==> src/rtl/cl_tx_pattern_if.sv <==
// ---------------------------------------------------------------------------
// cl_tx_pattern_if
// Camera Link base/medium/full video bus as seen at the transmit side.
//   cl_fval            frame valid
//   cl_lval            line valid
//   cl_dval            data valid (mirrors cl_lval)
//   cl_port_a..j [7:0] tap data, A = tap 0 ... J = tap 9
// Modports: master drives the bus (pattern generator), slave receives it.
// ---------------------------------------------------------------------------
interface cl_tx_pattern_if;
   logic       cl_fval;
   logic       cl_lval;
   logic       cl_dval;
   logic [7:0] cl_port_a;
   logic [7:0] cl_port_b;
   logic [7:0] cl_port_c;
   logic [7:0] cl_port_d;
   logic [7:0] cl_port_e;
   logic [7:0] cl_port_f;
   logic [7:0] cl_port_g;
   logic [7:0] cl_port_h;
   logic [7:0] cl_port_i;
   logic [7:0] cl_port_j;

   modport master (
      output cl_fval, cl_lval, cl_dval,
      output cl_port_a, cl_port_b, cl_port_c, cl_port_d, cl_port_e,
      output cl_port_f, cl_port_g, cl_port_h, cl_port_i, cl_port_j
   );

   modport slave (
      input cl_fval, cl_lval, cl_dval,
      input cl_port_a, cl_port_b, cl_port_c, cl_port_d, cl_port_e,
      input cl_port_f, cl_port_g, cl_port_h, cl_port_i, cl_port_j
   );
endinterface

==> src/rtl/cl_tx_pattern.sv <==
// ---------------------------------------------------------------------------
// cl_tx_pattern
// Camera Link transmit test pattern generator. Produces FVAL/LVAL/DVAL
// framing and a ten-tap pixel ramp: tap k = (line + 10*col + k) mod 256.
// Ports:
//   clk          pixel clock, rising edge
//   reset        asynchronous, active-high; clears state and all outputs
//   enable       level request for continuous frame generation
//   cl           Camera Link bus (cl_tx_pattern_if.master)
//   frame_count  completed frames, wraps 255 -> 0
//   busy         high whenever the generator is not idle
// Optional build macro:
//   CL_TX_FRAME_STAMP_EN  tap A carries frame_count at column 0 of each line
// ---------------------------------------------------------------------------
module cl_tx_pattern #(
   parameter int H_ACTIVE = 16,
   parameter int H_BLANK  = 4,
   parameter int V_ACTIVE = 8,
   parameter int FV_PRE   = 2,
   parameter int FV_POST  = 2,
   parameter int V_BLANK  = 8
) (
   input  logic                  clk,
   input  logic                  reset,
   input  logic                  enable,
   cl_tx_pattern_if.master       cl,
   output logic [7:0]            frame_count,
   output logic                  busy
);

   function automatic int max_of(input int a, input int b);
      return (a > b) ? a : b;
   endfunction

   localparam int MAX_T  = max_of(max_of(max_of(H_ACTIVE, H_BLANK),
                                         max_of(FV_PRE, FV_POST)), V_BLANK);
   localparam int CNT_W  = (MAX_T > 1)    ? $clog2(MAX_T)    : 1;
   localparam int LINE_W = (V_ACTIVE > 1) ? $clog2(V_ACTIVE) : 1;
   localparam int COL_W  = (H_ACTIVE > 1) ? $clog2(H_ACTIVE) : 1;

   typedef enum logic [2:0] {
      S_IDLE, S_FV_PRE, S_LINE, S_HBLANK, S_FV_POST, S_VBLANK
   } state_t;

   function automatic logic [7:0] ramp(input logic [LINE_W-1:0] line,
                                       input logic [COL_W-1:0]  col,
                                       input int                k);
      ramp = 8'(line) + 8'(col) * 8'd10 + 8'(k);
   endfunction

   state_t            r_state, w_state_nxt;
   logic [CNT_W-1:0]  r_cnt, w_cnt_nxt;
   logic [LINE_W-1:0] r_line, w_line_nxt;
   logic [COL_W-1:0]  r_col, w_col_nxt;
   logic [7:0]        r_frame_count, w_fc_nxt;
   logic              r_fval, r_lval, r_busy;
   logic [7:0]        r_tap [10];
   logic [7:0]        w_tap [10];
   logic              w_in_line, w_fval_nxt;

   // Next-state: one down-counter times every state, reloaded on entry.
   always_comb begin
      w_state_nxt = r_state;
      w_cnt_nxt   = r_cnt - CNT_W'(1);
      w_line_nxt  = r_line;
      w_col_nxt   = r_col;
      w_fc_nxt    = r_frame_count;
      case (r_state)
         S_IDLE: begin
            w_cnt_nxt = r_cnt;
            if (enable) begin
               w_state_nxt = S_FV_PRE;
               w_cnt_nxt   = CNT_W'(FV_PRE - 1);
            end
         end
         S_FV_PRE: begin
            if (r_cnt == '0) begin
               w_state_nxt = S_LINE;
               w_cnt_nxt   = CNT_W'(H_ACTIVE - 1);
               w_line_nxt  = '0;
               w_col_nxt   = '0;
            end
         end
         S_LINE: begin
            w_col_nxt = r_col + COL_W'(1);
            if (r_cnt == '0) begin
               w_col_nxt = '0;
               if (r_line == LINE_W'(V_ACTIVE - 1)) begin
                  w_state_nxt = S_FV_POST;
                  w_cnt_nxt   = CNT_W'(FV_POST - 1);
               end else begin
                  w_state_nxt = S_HBLANK;
                  w_cnt_nxt   = CNT_W'(H_BLANK - 1);
               end
            end
         end
         S_HBLANK: begin
            if (r_cnt == '0) begin
               w_state_nxt = S_LINE;
               w_cnt_nxt   = CNT_W'(H_ACTIVE - 1);
               w_line_nxt  = r_line + LINE_W'(1);
               w_col_nxt   = '0;
            end
         end
         S_FV_POST: begin
            if (r_cnt == '0) begin
               w_state_nxt = S_VBLANK;
               w_cnt_nxt   = CNT_W'(V_BLANK - 1);
               w_fc_nxt    = r_frame_count + 8'd1;
            end
         end
         S_VBLANK: begin
            if (r_cnt == '0) begin
               if (enable) begin
                  w_state_nxt = S_FV_PRE;
                  w_cnt_nxt   = CNT_W'(FV_PRE - 1);
               end else begin
                  w_state_nxt = S_IDLE;
               end
            end
         end
         default: w_state_nxt = S_IDLE;
      endcase
   end

   // Outputs are decoded from the next state so they register on the same
   // edge as the state change.
   always_comb begin
      w_in_line  = (w_state_nxt == S_LINE);
      w_fval_nxt = (w_state_nxt == S_FV_PRE)  || (w_state_nxt == S_LINE) ||
                   (w_state_nxt == S_HBLANK)  || (w_state_nxt == S_FV_POST);
      for (int k = 0; k < 10; k++) begin
         w_tap[k] = w_in_line ? ramp(w_line_nxt, w_col_nxt, k) : 8'd0;
      end
`ifdef CL_TX_FRAME_STAMP_EN
      // frame_count cannot change inside LINE, so the next value is stable.
      if (w_in_line && (w_col_nxt == '0)) w_tap[0] = w_fc_nxt;
`endif
   end

   // Register stage: state, counters and every output.
   always_ff @(posedge clk or posedge reset) begin
      if (reset) begin
         r_state       <= S_IDLE;
         r_cnt         <= '0;
         r_line        <= '0;
         r_col         <= '0;
         r_frame_count <= '0;
         r_fval        <= 1'b0;
         r_lval        <= 1'b0;
         r_busy        <= 1'b0;
         for (int k = 0; k < 10; k++) r_tap[k] <= 8'd0;
      end else begin
         r_state       <= w_state_nxt;
         r_cnt         <= w_cnt_nxt;
         r_line        <= w_line_nxt;
         r_col         <= w_col_nxt;
         r_frame_count <= w_fc_nxt;
         r_fval        <= w_fval_nxt;
         r_lval        <= w_in_line;
         r_busy        <= (w_state_nxt != S_IDLE);
         for (int k = 0; k < 10; k++) r_tap[k] <= w_tap[k];
      end
   end

   assign cl.cl_fval   = r_fval;
   assign cl.cl_lval   = r_lval;
   assign cl.cl_dval   = r_lval;
   assign cl.cl_port_a = r_tap[0];
   assign cl.cl_port_b = r_tap[1];
   assign cl.cl_port_c = r_tap[2];
   assign cl.cl_port_d = r_tap[3];
   assign cl.cl_port_e = r_tap[4];
   assign cl.cl_port_f = r_tap[5];
   assign cl.cl_port_g = r_tap[6];
   assign cl.cl_port_h = r_tap[7];
   assign cl.cl_port_i = r_tap[8];
   assign cl.cl_port_j = r_tap[9];
   assign frame_count  = r_frame_count;
   assign busy         = r_busy;

endmodule

==> src/flat_wrapper.sv <==
// flat-port wrapper written by rule: the top's interface ports become plain ports
module cl_tx_pattern_flat 
#(
   parameter int H_ACTIVE = 16,
   parameter int H_BLANK  = 4,
   parameter int V_ACTIVE = 8,
   parameter int FV_PRE   = 2,
   parameter int FV_POST  = 2,
   parameter int V_BLANK  = 8
)
  (clk, reset, enable, frame_count, busy, cl_cl_fval, cl_cl_lval, cl_cl_dval, cl_cl_port_a, cl_cl_port_b, cl_cl_port_c, cl_cl_port_d, cl_cl_port_e, cl_cl_port_f, cl_cl_port_g, cl_cl_port_h, cl_cl_port_i, cl_cl_port_j);
  cl_tx_pattern_if cl_i ();
  input  logic clk;
  input  logic reset;
  input  logic enable;
  output logic [7:0] frame_count;
  output logic busy;
  output wire logic [$bits(cl_i.cl_fval)-1:0] cl_cl_fval;
  output wire logic [$bits(cl_i.cl_lval)-1:0] cl_cl_lval;
  output wire logic [$bits(cl_i.cl_dval)-1:0] cl_cl_dval;
  output wire logic [$bits(cl_i.cl_port_a)-1:0] cl_cl_port_a;
  output wire logic [$bits(cl_i.cl_port_b)-1:0] cl_cl_port_b;
  output wire logic [$bits(cl_i.cl_port_c)-1:0] cl_cl_port_c;
  output wire logic [$bits(cl_i.cl_port_d)-1:0] cl_cl_port_d;
  output wire logic [$bits(cl_i.cl_port_e)-1:0] cl_cl_port_e;
  output wire logic [$bits(cl_i.cl_port_f)-1:0] cl_cl_port_f;
  output wire logic [$bits(cl_i.cl_port_g)-1:0] cl_cl_port_g;
  output wire logic [$bits(cl_i.cl_port_h)-1:0] cl_cl_port_h;
  output wire logic [$bits(cl_i.cl_port_i)-1:0] cl_cl_port_i;
  output wire logic [$bits(cl_i.cl_port_j)-1:0] cl_cl_port_j;
  assign cl_cl_fval = cl_i.cl_fval;
  assign cl_cl_lval = cl_i.cl_lval;
  assign cl_cl_dval = cl_i.cl_dval;
  assign cl_cl_port_a = cl_i.cl_port_a;
  assign cl_cl_port_b = cl_i.cl_port_b;
  assign cl_cl_port_c = cl_i.cl_port_c;
  assign cl_cl_port_d = cl_i.cl_port_d;
  assign cl_cl_port_e = cl_i.cl_port_e;
  assign cl_cl_port_f = cl_i.cl_port_f;
  assign cl_cl_port_g = cl_i.cl_port_g;
  assign cl_cl_port_h = cl_i.cl_port_h;
  assign cl_cl_port_i = cl_i.cl_port_i;
  assign cl_cl_port_j = cl_i.cl_port_j;
  cl_tx_pattern #(.H_ACTIVE(H_ACTIVE), .H_BLANK(H_BLANK), .V_ACTIVE(V_ACTIVE), .FV_PRE(FV_PRE), .FV_POST(FV_POST), .V_BLANK(V_BLANK)) u_core (.clk(clk), .reset(reset), .enable(enable), .cl(cl_i), .frame_count(frame_count), .busy(busy));
endmodule
==> config.mk <==
export PLATFORM = sky130hd
export DESIGN_NAME = cl_tx_pattern_flat
export DESIGN_NICKNAME = d
export VERILOG_FILES = /design/src/rtl/cl_tx_pattern_if.sv /design/src/rtl/cl_tx_pattern.sv /design/src/flat_wrapper.sv
export SDC_FILE = /design/constraint.sdc
export NUM_CORES = 1
export LEC_CHECK = 0
export BUFFER_PORTS_ARGS = -buffer_cell sky130_fd_sc_hd__buf_2
export CAP_MARGIN = 20
export CORE_MARGIN = 1
export CORE_UTILIZATION = 48
export DETAILED_ROUTE_END_ITERATION = 12
export PLACE_DENSITY = 0.71
export SYNTH_ARGS = -nofsm -noshare
export SYNTH_HDL_FRONTEND = slang
export SYNTH_SLANG_ARGS = --single-unit
==> constraint.sdc <==
create_clock -name clk -period 5.2 [get_ports clk]
set_input_delay 0.78 -clock clk [delete_from_list [all_inputs] [get_ports clk]]
set_output_delay 0.78 -clock clk [all_outputs]
set_load 0.05 [all_outputs]
==> results.md, run 1 <==
* R2r endpoint: u_core.cl.cl_port_j[7]
* WP data required at around 5400 ps
* Peak supply drop at 0.132 mV
* Finished Cell Area at about 5300 µm²
* EDFF count, synth at 0
* Final Max Slew Viols at 0
* Post-cts sizing count at 0
* CTS Buffer Depth at 2
* Initial antenna violation count at 0
* WHS at ~270 ps
* Worst path max stage delay at around 600 ps
* Detailed placement HPWL at approximately 6700 µm
* Num CTS Buffers at 9
* CP cell instances: inv_1, ha_1, nor3b_4, inv_2, a32oi_1, o21ai_0, ha_1, ha_1, inv_1, fa_1, or3b_4, xor2_1, mux2i_1, nor4_1, nor3_1
* Post-Syn Area at between 4000 and 5000 µm²
* Final ANT Viol Nets at 0
* H-tree lvl count at 3
* Commonest register cell after synthesis: dfrtp_1
* Die height at around 100 µm
* I/O pin cnt at 95
* Insertion delay to the later sink of the worst-skew pair at 370 ps
* Routed len/inst at 14.4 µm
* Period utilisation layout at between 80% and 90%
* Mapped Nets at 485
* DRC violations left at 0
* WS Path Type: reg -> reg
* TritonCTS clock tree: yes
* Register-to-Register Path Depth at 15
* Cell family with the largest share of critical-path delay: adder cells
* Most Frequent Cell on Critical Path: ha_1
* Post-Synthesis Cells at between 400 and 500
* Die span in x at around 100 µm
* Synth area leaders: dfrtp_1, xnor2_1, ha_1
* Clock Skews at approximately 7.6 ps
* Setup crit start kind: register
* Core Area at 9280 µm²
* Critical Path End Type: register
* Outcome: completed
* Top-count cell post-synth: dfrtp_1
* Diodes inserted at 0
* Static Leak at around 2.5 nW
* Pwr/cell area at between 200 and 250 nW/µm²
* Vias at around 3400
* WP buf/inv at 3
* Hold Violations, Final at 0
* Area post-placement at about 5100 µm²
* Post-layout power at ~1.2 mW
* Post-CTS Setup Bufs at 0
* Synth top cells by count: dfrtp_1, nor2_1, xnor2_1, a21oi_1, nand2_1
* Area Growth Syn to Fin at 14.6%
* Ys async rst share at 100%
* Slowest CP cell: xor2_1
* Largest net degree at the start of global routing at 55
* Worst Tran Pin Value at around 900 ps
* R2r setup slk at 560 ps
* Post-route setup TNS at 0 ps
* Worst r2r src: u_core.r_cnt[0]
* Placer congestion estimate at between 0.8 and 0.9
* Grt ovf at 0
* Layout net count at between 500 and 600
* Vias in the first global route at around 3200
* Clock sinks at 89
* Post-synth cell types at 57
* Maxcap violations at 0
* Sequential fraction of the synthesis area at 48.2%
* Avg Inst Size Synth at just over 10 µm²
* First-pass GRT wire length at about 16000 µm
* RSZ-0062 raised after global routing: no
* Worst hold path class: in -> async
* Leading area contributor after synthesis: dfrtp_1
* Worst EP arrival at between 4000 and 5000 ps
* Clock Root Buffer: clkbuf_8
* Fmax at between 200 and 250 MHz
* Final setup vio count at 0
* Minimum clock period at about 4600 ps
* Number of DRC markers in iteration 0 at 153
* Die footprint at 10000 µm²
* Clk pin slew, worst setup/hold paths at 90 ps
* Synth Warn # at 0
* DRT Wirelength at ~9600 µm
* Row count at 35
* Router iterations before antenna repair at 4
* Hold-fix buffers, CTS at 0
* GRT Total Usage at between 20% and 30%
* Share of cells above drive strength 1 at ~25%
* Max_slew headroom at between 40% and 50%
* Initial Utilization at between 40 and 50%
* Top-area cell type share of the netlist area at between 40% and 50%
* Post-synthesis register bit count at 89
* Via density at around 5.1
* IO buf count at 94
* CP max FO at 13
-- worst reg2reg max path, stage by stage, from the launching register on --
cell,delay (ps)
dfrtp_1,400
inv_1,100
ha_1,190
nor3b_4,380
inv_2,210
a32oi_1,230
o21ai_0,230
ha_1,390
ha_1,210
inv_1,70
fa_1,520
or3b_4,440
xor2_1,600
mux2i_1,240
nor4_1,220
nor3_1,80
-- routing by layer --
metal / share of wire [%] / track usage (%) / vias up
met1: 48 / 29.0 / 1601
met5: 0 / 0 / -
met2: 46 / 31.3 / 98
met4: 1.3 / 5.69 / 0
li1: - / - / 1649
met3: 4.8 / 4.04 / 11
-- worst max path at each step --
| stage | end | cells past startpoint | startpoint |
|---|---|---|---|
| final | u_core.cl.cl_port_j[7] | 15 | u_core.r_cnt[0] |
| after global routing | u_core.cl.cl_port_g[7] | 15 | u_core.r_cnt[0] |
| after CTS | u_core.cl.cl_port_j[7] | 15 | u_core.r_cnt[0] |
| after detailed placement | u_core.cl.cl_port_j[7] | 15 | u_core.r_cnt[0] |
| after global placement | u_core.cl.cl_port_j[7] | 15 | u_core.r_cnt[0] |
| after floorplan | u_core.cl.cl_port_j[7] | 16 | u_core.r_cnt[0] |
-- per-stage QoR --
step                std cells  utilization [%]  setup slack (ps)
floorplan                 456                -              1160
global placement          645             54.6               758
detailed placement        645             54.6               627
CTS                       661             56.8               588
global route              662             57.0              1.44
finish                    662             57.0               563
-- cell usage in the layout, fill, tap and decap left out, types with 16 or more instances in the layout --
cell / netlist / layout
buf_2: 11 / 94
nand2_1: 27 / 27
ha_1: 24 / 24
xor2_1: 16 / 16
nor2_1: 57 / 57
inv_1: 21 / 20
o21ai_0: 22 / 22
dfrtp_1: 89 / 89
xnor2_1: 35 / 35
a21oi_1: 27 / 27
-- layout make-up --
type / count / area [µm²]
Clock buffer: 10 / 138
Clock inverter: 6 / 66.3
Fill cell: 819 / 3990
Inverter: 25 / 95.1
Multi-Input combinational cell: 301 / 2060
Sequential cell: 89 / 2230
Tap cell: 129 / 161
Timing Repair Buffer: 102 / 551
-- power by group --
group          internal [mW]  switching, mW
combinational        0.00355         0.0144
clock                  0.237          0.253
sequential             0.691              0
-- state kept, by name (all words and copies together), names as in the netlist, 7 cells and up --
signal	count
u_core.cl.cl_port_d	7
u_core.cl.cl_port_b	8
u_core.cl.cl_port_a	8
u_core.frame_count	8
u_core.cl.cl_port_c	7
-- kinds of logic after synthesis --
group	share of synthesized area (%)
XOR/XNOR	10.0
AO/OA/AOI/OAI	11.2
adder cells (fa/ha/maj)	7.36
buffers and inverters	7.28
multiplexers	0.704
flip-flops	48.2
AND/OR/NAND/NOR	15.2
Note: power is estimated with default switching activity, not from simulation.
==> run 2, diff against run 1 <==
==> constraint.sdc (replaced) <==
create_clock -name clk -period 5.5 [get_ports clk]
set_input_delay 0.825 -clock clk [delete_from_list [all_inputs] [get_ports clk]]
set_output_delay 0.825 -clock clk [all_outputs]
set_load 0.05 [all_outputs]
==> run 2 against run 1 <==
Effect of this change: via count grew 2.6%; critical endpoint unchanged; core utilization rose by 0.35 points; hold slack improved by 220 ps; maximum frequency is 0.32% higher; combinational power is 20% lower; setup slack gained 310 ps; die area unchanged; routed wire length increased by 3.2%; power decreased by 1.6%.
==> results.md, run 2 (synthesis results as in run 1) <==
* Most common cell after layout, fill and taps aside: buf_2
* Clock Root Buffer: clkbuf_8
* Hold Violations, Final at 0 (unchanged)
* M3 GR Usage at 4.25% (+0.21 points)
* Core Area at 9280 µm² (unchanged)
* Initial Utilization at 49.8% (unchanged)
* Initial antenna violation count at 0 (unchanged)
* CTS Buffer Depth at 2 (unchanged)
* Final setup vio count at 0 (unchanged)
* Pre-CTS setup slack at 919 ps (+292 ps)
* Num CTS Buffers at 9 (unchanged)
* GRT Total Usage at 21.2% (+0.98 points)
* Worst Slack Setup Final at 878 ps (+315 ps)
* Worst Tran Pin Value at 842 ps (-46.6 ps)
* Worst hold path class: reg -> reg
* Final Max Slew Viols at 0 (unchanged)
* Outcome: completed
* WP data required at 5740 ps (+320 ps)
* Die footprint at 10000 µm² (unchanged)
* Vias in the first global route at 3246 (+1.5%)
* Minimum clock period at 4620 ps (-14.7 ps)
* Clk pin slew, worst setup/hold paths at 90 ps (about the same)
* Most frequent cells in the layout: buf_2, dfrtp_1, nor2_1
* TritonCTS clock tree: yes
* Router iterations before antenna repair at 5 (+1)
* WS Path Type: reg -> reg
* Gr busiest metal: met2
* Routed len/inst at 14.9 µm (+3.1%)
* Largest net degree at the start of global routing at 47 (-15%)
* Routing usage on met1 at 30.2% (+1.2 points)
* DRC violations left at 0 (unchanged)
* Insertion delay to the later sink of the worst-skew pair at 360 ps (about the same)
* Clock sinks at 89 (unchanged)
* RSZ-0062 raised after global routing: no
* Period utilisation layout at 84.0% (-5.1 points)
* Cell Count, Final, Fillers Out at 663 (+0.15%)
* Share of cells above drive strength 1 at 24.9% (-0.047 points)
* Die span in x at 100 µm (unchanged)
* Post-CTS Setup Bufs at 0 (unchanged)
* Final ANT Viol Nets at 0 (unchanged)
* Via density at 5.20 (+2.4%)
* Die height at 100 µm (unchanged)
* GR Util met2 at 33.0% (+1.6 points)
* Diodes inserted at 0 (unchanged)
* Register Area at 2230 µm² (unchanged)
* Filler cell count at 816 (-0.37%)
* Clock Skews at 9.51 ps (+1.88 ps)
* Placer congestion estimate at 0.851 (+2.3%)
* Static Leak at 2.53 nW (+0.62%)
* Placed cells at 646 (+0.16%)
* Final design utilization at 57.4% (+0.35 points)
* Post-cts sizing count at 0 (unchanged)
* Setup crit start kind: register
* Maxcap violations at 0 (unchanged)
* WHS at 484 ps (+218 ps)
* Hold-fix buffers, CTS at 0 (unchanged)
* I/O pin cnt at 95 (unchanged)
* Pwr/cell area at 221 nW/µm² (-2.2%)
* Peak supply drop at 0.150 mV (+13%)
* Grt ovf at 0 (unchanged)
* Area Growth Syn to Fin at 15.3%
* Post-route setup TNS at 0 ps (unchanged)
* Detailed placement HPWL at 6960 µm (+3.6%)
* CP max FO at 13 (unchanged)
* Critical Path End Type: register
* Worst EP arrival at 4860 ps (about the same)
* Fmax at 216 MHz (+0.32%)
* Number of DRC markers in iteration 0 at 171 (+12%)
* Max_slew headroom at 43.6% (+2.8 points)
* H-tree lvl count at 3 (unchanged)
* Row count at 35 (unchanged)
* First-pass GRT wire length at 16500 µm (+4.5%)
* Layout net count at 558 (+0.18%)
* IO buf count at 94 (unchanged)
* Area of the multi-input gates at 2060 µm² (unchanged)
* DRT Wirelength at 9870 µm (+3.2%)
* Vias at 3445 (+2.6%)
## run 2: cell types whose count changed in the layout (fill, tap and decap cells not counted)
cell and delta:
clkbuf_1 +1, clkinv_2 -2, clkinv_4 +1, clkinvlp_4 -1, buf_4 +1, bufinv_16 +1
## run 2: metrics by stage
stage	instance area [µm²]	power [mW]
floorplan	4620	0.677
global placement	5070	0.682
detailed placement	5070	0.682
CTS	5300	1.19
global route	5330	1.22
finish	5330	1.18
## run 2: report_power, final
group | internal [mW] | total, mW | switching [mW]
logic | 0.00129 | 0.0143 | 0.0130
clock network | 0.273 | 0.512 | 0.239
registers | 0.654 | 0.654 | 0
total | 0.928 | 1.18 | 0.252
## run 2: path summary, 6_finish.rpt
check,startpoint,endpoint,slack (ps),cells past startpoint
max,u_core.r_cnt[0],u_core.cl.cl_port_j[7],880,15
min,u_core.frame_count[7],u_core.frame_count[7],480,1
max reg2reg,u_core.r_cnt[0],u_core.cl.cl_port_j[7],880,15
min reg2reg,u_core.frame_count[7],u_core.frame_count[7],480,1
max in group asynchronous,reset,u_core.cl.cl_port_e[2],3900,3
min in group asynchronous,reset,u_core.frame_count[6],560,2
## run 2: final cells by class
type / count / share of cell area, %
Tap cell: 129 / 3.03
Clock buffer: 11 / 2.65
Multi-Input combinational cell: 301 / 38.6
Sequential cell: 89 / 41.8
Timing Repair Buffer: 103 / 10.5
Inverter: 25 / 1.78
Clock inverter: 5 / 1.64
## run 2: worst max-delay path, cell delays in order (launching register included)
cell     delay, ps
dfrtp_1        390
inv_1           90
ha_1           200
nor3b_4        400
inv_2          220
a32oi_1        230
o21ai_0        210
ha_1           360
ha_1           210
inv_1           70
fa_1           530
or3b_4         440
xor2_1         590
mux2i_1        250
nor4_1         230
nor3_1          80
## run 2: metal layers
metal / wire (µm) / vias to the layer above
met4: 162 / 0
met2: 4660 / 101
met5: 0 / -
met1: 4560 / 1676
met3: 490 / 12
li1: - / 1656
